<file path="config.mk">
export PLATFORM = sky130hd
export DESIGN_NAME = snake_mover
export DESIGN_NICKNAME = d
export VERILOG_FILES = /design/src/rtl/snake_pkg.sv /design/src/rtl/snake_seg_buf.sv /design/src/rtl/snake_mover.sv
export SDC_FILE = /design/constraint.sdc
export NUM_CORES = 1
export LEC_CHECK = 0
export ABC_AREA = 1
export BUFFER_PORTS_ARGS = -buffer_cell sky130_fd_sc_hd__buf_2
export CAP_MARGIN = 20
export CORE_MARGIN = 3
export CORE_UTILIZATION = 49
export DETAILED_ROUTE_END_ITERATION = 8
export PLACE_DENSITY = 0.65
export SYNTH_ARGS = -nofsm -noshare
export SYNTH_HDL_FRONTEND = slang
export SYNTH_SLANG_ARGS = --single-unit
</file>
<file path="constraint.sdc">
create_clock -name clk -period 8.2 [get_ports clk]
set_clock_uncertainty 0.15 [all_clocks]
set_input_delay 1.64 -clock clk [delete_from_list [all_inputs] [get_ports clk]]
set_output_delay 1.64 -clock clk [all_outputs]
set_load 0.005 [all_outputs]
</file>
<file path="src/rtl/snake_pkg.sv">
// Shared grid geometry, direction/FSM encodings and the cell coordinate type
// for the snake datapath.
package snake_pkg;
  localparam int GRID_W  = 32;
  localparam int GRID_H  = 24;
  localparam int CELL_PX = 20;
  localparam int CW      = 5;

  typedef enum logic [1:0] {
    DIR_UP    = 2'd0,
    DIR_RIGHT = 2'd1,
    DIR_DOWN  = 2'd2,
    DIR_LEFT  = 2'd3
  } dir_t;

  typedef enum logic [1:0] {
    S_IDLE,
    S_CHECK,
    S_COMMIT,
    S_DEAD
  } state_t;

  typedef struct packed {
    logic [CW-1:0] x;
    logic [CW-1:0] y;
  } coord_t;
endpackage

</file>
<file path="src/rtl/snake_seg_buf.sv">
// Body position shift buffer with length register, indexed scan read port
// and combinational renderer hit lookup.
module snake_seg_buf
  import snake_pkg::*;
#(
  parameter int MAX_LEN   = 16,
  parameter int START_LEN = 3,
  parameter int X0        = 16,
  parameter int Y0        = 12,
  parameter int IW        = $clog2(MAX_LEN),
  parameter int LW        = $clog2(MAX_LEN + 1)
) (
  input  logic          clk,
  input  logic          rst,
  input  logic          shift,
  input  logic          grow_en,
  input  coord_t        head_in,
  input  logic [IW-1:0] rd_idx,
  output coord_t        rd_seg,
  output coord_t        head,
  output logic [LW-1:0] len,
  input  coord_t        query,
  output logic          query_hit
);
  coord_t seg [MAX_LEN];

  always_ff @(posedge clk) begin
    if (rst) begin
      for (int i = 0; i < MAX_LEN; i++)
        seg[i] <= (i < START_LEN) ? coord_t'{x: CW'(X0 - i), y: CW'(Y0)} : '0;
      len <= LW'(START_LEN);
    end else if (shift) begin
      for (int i = 1; i < MAX_LEN; i++) seg[i] <= seg[i-1];
      seg[0] <= head_in;
      // At full depth the shift itself drops the tail
      if (grow_en && len < LW'(MAX_LEN)) len <= len + 1'b1;
    end
  end

  assign rd_seg = seg[rd_idx];
  assign head   = seg[0];

  always_comb begin
    query_hit = 1'b0;
    for (int i = 0; i < MAX_LEN; i++)
      if (LW'(i) < len && seg[i] == query) query_hit = 1'b1;
  end
endmodule

</file>
<file path="src/rtl/snake_mover.sv">
// Snake move FSM: per-tick candidate head, wall check, serial self-collision
// scan, then a one-cycle body shift.
module snake_mover #(
  parameter int GRID_W    = 32,
  parameter int GRID_H    = 24,
  parameter int MAX_LEN   = 16,
  parameter int START_LEN = 3
) (
  input  logic       clk,
  input  logic       rst,
  input  logic       tick,
  input  logic [1:0] dir_req,
  input  logic       dir_valid,
  input  logic       grow,
  input  logic [4:0] query_x,
  input  logic [4:0] query_y,
  output logic       query_hit,
  output logic [4:0] head_x,
  output logic [4:0] head_y,
  output logic [4:0] length,
  output logic       moved,
  output logic       game_over
);
  import snake_pkg::*;

  localparam int IW = $clog2(MAX_LEN);
  localparam int LW = $clog2(MAX_LEN + 1);

  state_t        state;
  dir_t          dir, next_dir;
  logic          pending_grow, hit;
  coord_t        cand, cmp_seg, rd_seg, head_c;
  logic [LW-1:0] scan_idx, cmp_idx, len;
  logic [5:0]    nx, ny;
  logic          wall, live, seg_match;

  snake_seg_buf #(
    .MAX_LEN(MAX_LEN), .START_LEN(START_LEN), .X0(GRID_W / 2), .Y0(GRID_H / 2)
  ) u_buf (
    .clk      (clk),
    .rst      (rst),
    .shift    (state == S_COMMIT),
    .grow_en  (pending_grow | grow),
    .head_in  (cand),
    .rd_idx   (scan_idx[IW-1:0]),
    .rd_seg   (rd_seg),
    .head     (head_c),
    .len      (len),
    .query    ('{x: query_x, y: query_y}),
    .query_hit(query_hit)
  );

  // Candidate computed one bit wider so stepping off either edge is visible
  always_comb begin
    nx = {1'b0, head_c.x};
    ny = {1'b0, head_c.y};
    case (next_dir)
      DIR_UP:    ny = ny - 6'd1;
      DIR_RIGHT: nx = nx + 6'd1;
      DIR_DOWN:  ny = ny + 6'd1;
      DIR_LEFT:  nx = nx - 6'd1;
      default:   ;
    endcase
    wall = (nx >= 6'(GRID_W)) || (ny >= 6'(GRID_H));
  end

  // Read port is registered: cmp_seg holds seg[scan_idx-1]; the tail only
  // counts when it will not vacate this move
  assign cmp_idx   = scan_idx - 1'b1;
  assign live      = (cmp_idx < len - 1'b1) || (pending_grow && cmp_idx < len);
  assign seg_match = (scan_idx != '0) && live && (cmp_seg == cand);

  always_ff @(posedge clk) begin
    if (rst) begin
      state        <= S_IDLE;
      dir          <= DIR_RIGHT;
      next_dir     <= DIR_RIGHT;
      pending_grow <= 1'b0;
      hit          <= 1'b0;
      scan_idx     <= '0;
      cand         <= '0;
      cmp_seg      <= '0;
      moved        <= 1'b0;
      game_over    <= 1'b0;
    end else begin
      moved <= 1'b0;
      if (state != S_DEAD) begin
        if (dir_valid && dir_req != (dir ^ 2'd2)) next_dir <= dir_t'(dir_req);
        if (grow) pending_grow <= 1'b1;
      end
      case (state)
        S_IDLE: if (tick) begin
          if (wall) begin
            state     <= S_DEAD;
            game_over <= 1'b1;
          end else begin
            cand     <= '{x: nx[4:0], y: ny[4:0]};
            hit      <= 1'b0;
            scan_idx <= '0;
            state    <= S_CHECK;
          end
        end
        S_CHECK: begin
          cmp_seg  <= rd_seg;
          scan_idx <= scan_idx + 1'b1;
          if (seg_match) hit <= 1'b1;
          if (scan_idx == LW'(MAX_LEN)) begin
            if (hit || seg_match) begin
              state     <= S_DEAD;
              game_over <= 1'b1;
            end else begin
              state <= S_COMMIT;
            end
          end
        end
        S_COMMIT: begin
          dir          <= next_dir;
          pending_grow <= 1'b0;
          moved        <= 1'b1;
          state        <= S_IDLE;
        end
        S_DEAD: game_over <= 1'b1;
        default: state <= S_IDLE;
      endcase
    end
  end

  assign head_x = head_c.x;
  assign head_y = head_c.y;
  assign length = 5'(len);
endmodule

</file>
# == Word level (Yosys, flattened, before mapping) ==
# Memories as Yosys holds them, arrays and structs flattened. A register that Yosys moved wholly into a read port is not among the register bits.
# Index checks and enable logic that the tools add are counted.
# classes
n_shift,0
bitwise,19
magnitude_cmp,21
add_sub_neg,8
muxes,56
n_eq_ne,32
n_div,0
n_mul,0
n_reduce_logical,39
# ops
op,count
10-bit == test,17
10-bit 2-to-1 mux,16
"4-bit by 5-bit < comparator with 1-bit output, first input constant",8
1-bit 2-to-1 mux,29
6-bit case mux with 2 select lines,2
1-bit logical AND,21
"3-bit by 5-bit < comparator with 1-bit output, first input constant",4
1-bit bitwise OR,17
"2-bit inequality test, second input constant",7
"5-bit by 1-bit adder with 6-bit output, second input constant",2
"5-bit by 1-bit subtractor with 6-bit output, second input constant",2
"5-bit by 1-bit adder with 5-bit output, second input constant",2
"1-bit by 5-bit < comparator with 1-bit output, first input constant",2
"2-bit by 5-bit < comparator with 1-bit output, first input constant",2
5-bit < comparator,2
5-bit 2-to-1 mux,2
5-bit case mux with 2 select lines,1
"5-bit by 1-bit subtractor with 5-bit output, second input constant",2
3-bit AND reduction,3
"2-bit == test, second input constant",4
"6-bit by 5-bit greater-or-equal comparator with 1-bit output, second input constant",1
"6-bit greater-or-equal comparator, second input constant",1
2-bit 2-to-1 mux,3
2-bit case mux with 3 select lines,1
16 further kinds,24
# word_totals
ramBits,160
elab_cells,187
regBits,30
memories,1
input_bits,17
mem_bits_ro,0
latch_bits,0
# memory_table
memory,words,width,read_ports,rd_ports_with_merged_regs,write_ports,line,text
u_buf.seg,16,10,17,1,16,snake_seg_buf.sv:25,coord_t seg [MAX_LEN];

# == Depth between registers and ports, before layout ==
# An unclocked memory read counts as a cell.
# logic_depth
depth_word,19
ltp_mapped,19

# == Cells and area by module ==
# From an unflattened synthesis, not the netlist that was laid out.
# unflattened
cells_unflattened,1714
area_unflattened_um2,12239.2
# by_module_without_submodules
module,cells_each,seq_area_each_um2,area_each_um2,instances
snake_seg_buf,1354,4304.1,9785.6,1
snake_mover,360,700.7,2453.6,1

# == Worst setup path after synthesis ==
# OpenSTA, ideal clock, no wires.
# synth_path
path_kind,in2reg
startpoint,input rst
endpoint,"memory u_buf.seg[0][0] in the netlist's numbering, enable pin"
arrival_ns,5.007
cell_stages,4
required_time_ns,7.546
path_slack_ns,2.538
path_buffers,2
path_cell_list,clkbuf_1 > nor2_1 > inv_2 > clkbuf_1
# synth_lines
element,line,text
"start, declared",snake_mover.sv:10,"input logic rst,"
"end, declared",snake_seg_buf.sv:25,

# == Final worst setup path ==
# layout_path
startpoint,input query_x[1]
endpoint,output query_hit
# layout_via
elab_chain_len,18
# layout_rtl
element,line,text
"start, declared",snake_mover.sv:15,"input logic [4:0] query_x,"
10-bit == test,snake_seg_buf.sv:46,if (LW'(i) < len && seg[i] == query) query_hit = 1'b1;
1-bit logical AND,snake_seg_buf.sv:46,
1-bit 2-to-1 mux (15 in series),snake_seg_buf.sv:46,
1-bit 2-to-1 mux (*),snake_seg_buf.sv:46,
"end, declared",snake_mover.sv:17,"output logic query_hit,"
# Every way passes the cells marked *; elsewhere a longest branch is shown, timed or not.

==> impl_metrics.yaml <==
run_status:
  status: "complete, no violations"
setup_path:
  cp_max_fo: 17
  crit_top_cell: "nand2_1"
  startpoint_type: "input port"
  cp_top_family: "simple AND/OR/NAND/NOR gates"
  crit_required_ns: 6.41
  crit_cells: 12
  cp-endpoint: "query_hit"
  cp-startpoint: "query_x[1]"
  path_buf_inv: 4
  worstRegToRegCells: 8
  worst_path_largest_cell_delay_ns: 0.52
  worstSetupPathType: "input port to primary output"
  crit_slowest_cell: "nor3_1"
  cp_data_arrival_time_ns: 4.03
  worst_setup_path_end_kind: "primary output"
  rrSetupSlack_ns: 4.78
  reg2reg_to: "scan_idx[1]"
  reg2reg_from: "state[1]"
  worstPathCellList: "buf_2 -> clkinv_1 -> nand2_1 -> nand4_1 -> nor3_1 -> nand3_1 -> nand2_1 -> nor2_1 -> nand2_1 -> inv_1 -> nand3b_1 -> buf_2"
logic_synthesis:
  synthCells: 1545
  ys_types: 39
  synth-seq-cells: 200
  syn_area_um2: 11800
  netlist_top_cells_area: "edfxtp_1 26%, dfxtp_1 17%, nand2_1 8.9%"
  avgSynthCellArea_um2: 7.61
  ys_seq_area_frac: 0.426
  synth_top_cell_by_area: "edfxtp_1"
  synth_top_area_share: 0.255
  syn-num-nets: 1590
  yosysWarnings: 0
sta:
  fmax_mhz: 172
  relSlewSlack: 0.310
  rsz0062_at_grt: "no"
  drv_slew: 0
  setup_tns_ns: 0
  finalWorstSetupSlack_ns: 2.38
  worstMarginPinSlew_ns: 1.04
  fin_crit_ns: 5.82
  whs_ns: 0.301
  finalCritPeriodShare: 0.710
  finalSetupViolations: 0
  finalHoldViolCount: 0
clock_tree:
  cts-root-buf: "clkbuf_16"
  cts_setup_buffers: 0
  cts_buffer_depth: 2
  hold_buffers: 0
  clock_sinks: 200
  path_clk_slew_ns: 0.07
  cts_tree: "yes"
  ctsResizeCount: 0
  cts_buffers: 17
  cts_htree_levels: 4
  clk_latency_ns: 0.44
drt:
  wl_per_cell_um: 20.6
  totalWireLength_um: 38100
  firstDrtPassIters: 6
  vias: 10800
  ant_nets: 0
  drt_iter0_drc: 1503
  route.detailed.drc: 0
  vias_per_cell: 5.82
die:
  dieWidth_um: 161
  start_util: 0.499
  rows: 56
  dieArea_um2: 25900
  coreArea_um2: 23500
  die_h_um: 161
  io_pins: 35
place:
  portBuffers: 34
  globalplace.congestion: 0.955
  dpl.cell_count: 1819
  hpwl_um: 25400
  pre_cts_slack_ns: 2.48
global_routing:
  grtUsageTotal: 0.293
  antenna_found_initial: 0
  grt_overflow_total: 0
  grt_pass1_vias: 9907
  grt_first_pass_wirelength_um: 58400
  grt_max_degree: 98
final_layout:
  finalNonFillerCells: 1852
  fill_cells: 2344
  area_growth_pct: 7.31
  layout-drive-gt1-share: 0.0685
  layout.nets: 1564
power_and_ir_drop:
  leakagePower_nw: 5.09
  p_per_area_nw_per_um2: 266
  peakVddDrop_uv: 203
job:
  cap_violations: 0
min_path:
  hp-class: "register to register"
==> tightest hold or removal path: cells and delay by family (launching register included) <==
family                 cells  cell delay (ns)
flip-flops                 1             0.31
buffers and inverters      1             0.05
AO/OA/AOI/OAI              1             0.05
==> sequential cells by signal, summed over array words and instances, names as in the netlist <==
signal and flops:
cand 10, cmp_seg 10, dir 2, game_over 1
hit 1, moved 1, next_dir 2, pending_grow 1
scan_idx 5, state 2, u_buf.len 5, u_buf.seg 160
==> cells by family (layout without fill, tap and decap cells) <==
group                      count (synthesis)  after routing  synth area share
and+or+nand+nor                          605            605             0.223
AOI/OAI and AO/OA                        321            321             0.150
buffers and inverters                    299            286             0.102
DFF                                      200            200             0.426
xor gates and xnor gates                  92             92            0.0685
adders and majority gates                 28             28            0.0311
other                                      0              1                 0
==> synthesized netlist by cell type <==
cell	n
nor2_2	1
buf_4	5
nor3_1	38
a21oi_1	115
xor2_1	69
clkbuf_1	36
xnor2_1	23
inv_2	3
or2_2	6
nand3_1	74
a21oi_2	4
dfxtp_1	100
buf_1	6
o211ai_1	12
o31ai_1	1
fa_1	2
inv_1	197
a211oi_1	2
clkinv_1	10
buf_2	41
nand4_1	46
buf_6	1
o221ai_1	1
o2111ai_1	2
nor2_1	143
o21ai_0	105
nand2_2	9
nand2_1	280
o22ai_1	59
o21bai_1	1
nand3_2	4
nand4_4	1
o21ai_1	6
a31oi_1	13
nor4_1	1
ha_1	26
or2_1	1
edfxtp_1	100
nand3b_1	1
==> area by class of cell <==
type,count,area [um2],share of cell area
diodes,1,2.50,0.000198
clock buffers,23,504,0.0400
clock inverters,9,111,0.00883
inverters,210,796,0.0631
multi-input cells,1046,5550,0.440
flip-flops and latches,200,5010,0.397
well taps,319,399,0.0316
repair buffers,44,245,0.0194
==> stage by stage <==
stage / cell area, um2 / power (mW) / utilization
after detailed placement: 12000 / 2.44 / 0.510
after CTS: 12600 / 3.33 / 0.536
final: 12600 / 3.36 / 0.536
after global placement: 12000 / 2.43 / 0.510
after floorplan: 11800 / 2.11 / -
after global routing: 12600 / 3.52 / 0.536
==> worst min-delay path by stage <==
stage               slack (ns)  cells after the start      start         to
floorplan                 0.28                      2        hit        hit
global placement          0.29                      2  game_over  game_over
detailed placement        0.29                      2        hit        hit
CTS                       0.30                      2        hit        hit
global route              0.33                      2  game_over  game_over
finish                    0.30                      2  game_over  game_over
==> report_power, final <==
part / internal [mW] / switching [mW]
clock network: 0.500 / 0.400
logic: 0.329 / 0.779
registers: 1.21 / 0.137
==> cells in the final DEF (no fill, tap or decap), drive strengths merged <==
cell | netlist | layout
o21ai | 111 | 111
nand2 | 289 | 289
a21oi | 119 | 119
o2111ai | 2 | 2
a31oi | 13 | 13
clkbuf | 36 | 23
diode | 0 | 1
buf | 53 | 44
o31ai | 1 | 1
o221ai | 1 | 1
o22ai | 59 | 59
a211oi | 2 | 2
xnor2 | 23 | 23
or2 | 7 | 7
inv | 200 | 202
nor4 | 1 | 1
nand3 | 78 | 78
o21bai | 1 | 1
clkinv | 10 | 15
nor2 | 144 | 144
bufinv | 0 | 2
ha | 26 | 26
nand4 | 47 | 47
fa | 2 | 2
nand3b | 1 | 1
o211ai | 12 | 12
dfxtp | 100 | 100
edfxtp | 100 | 100
nor3 | 38 | 38
xor2 | 69 | 69
==> routing by layer <==
metal  up-vias  global-route usage  routed length, um
met5         -                   0                  0
met1      5069               0.418              16400
met2       559               0.448              17000
li1       5080                   -                  -
met4         0               0.105               1220
met3        78              0.0503               3480
Power figures use the tool's default switching activity.
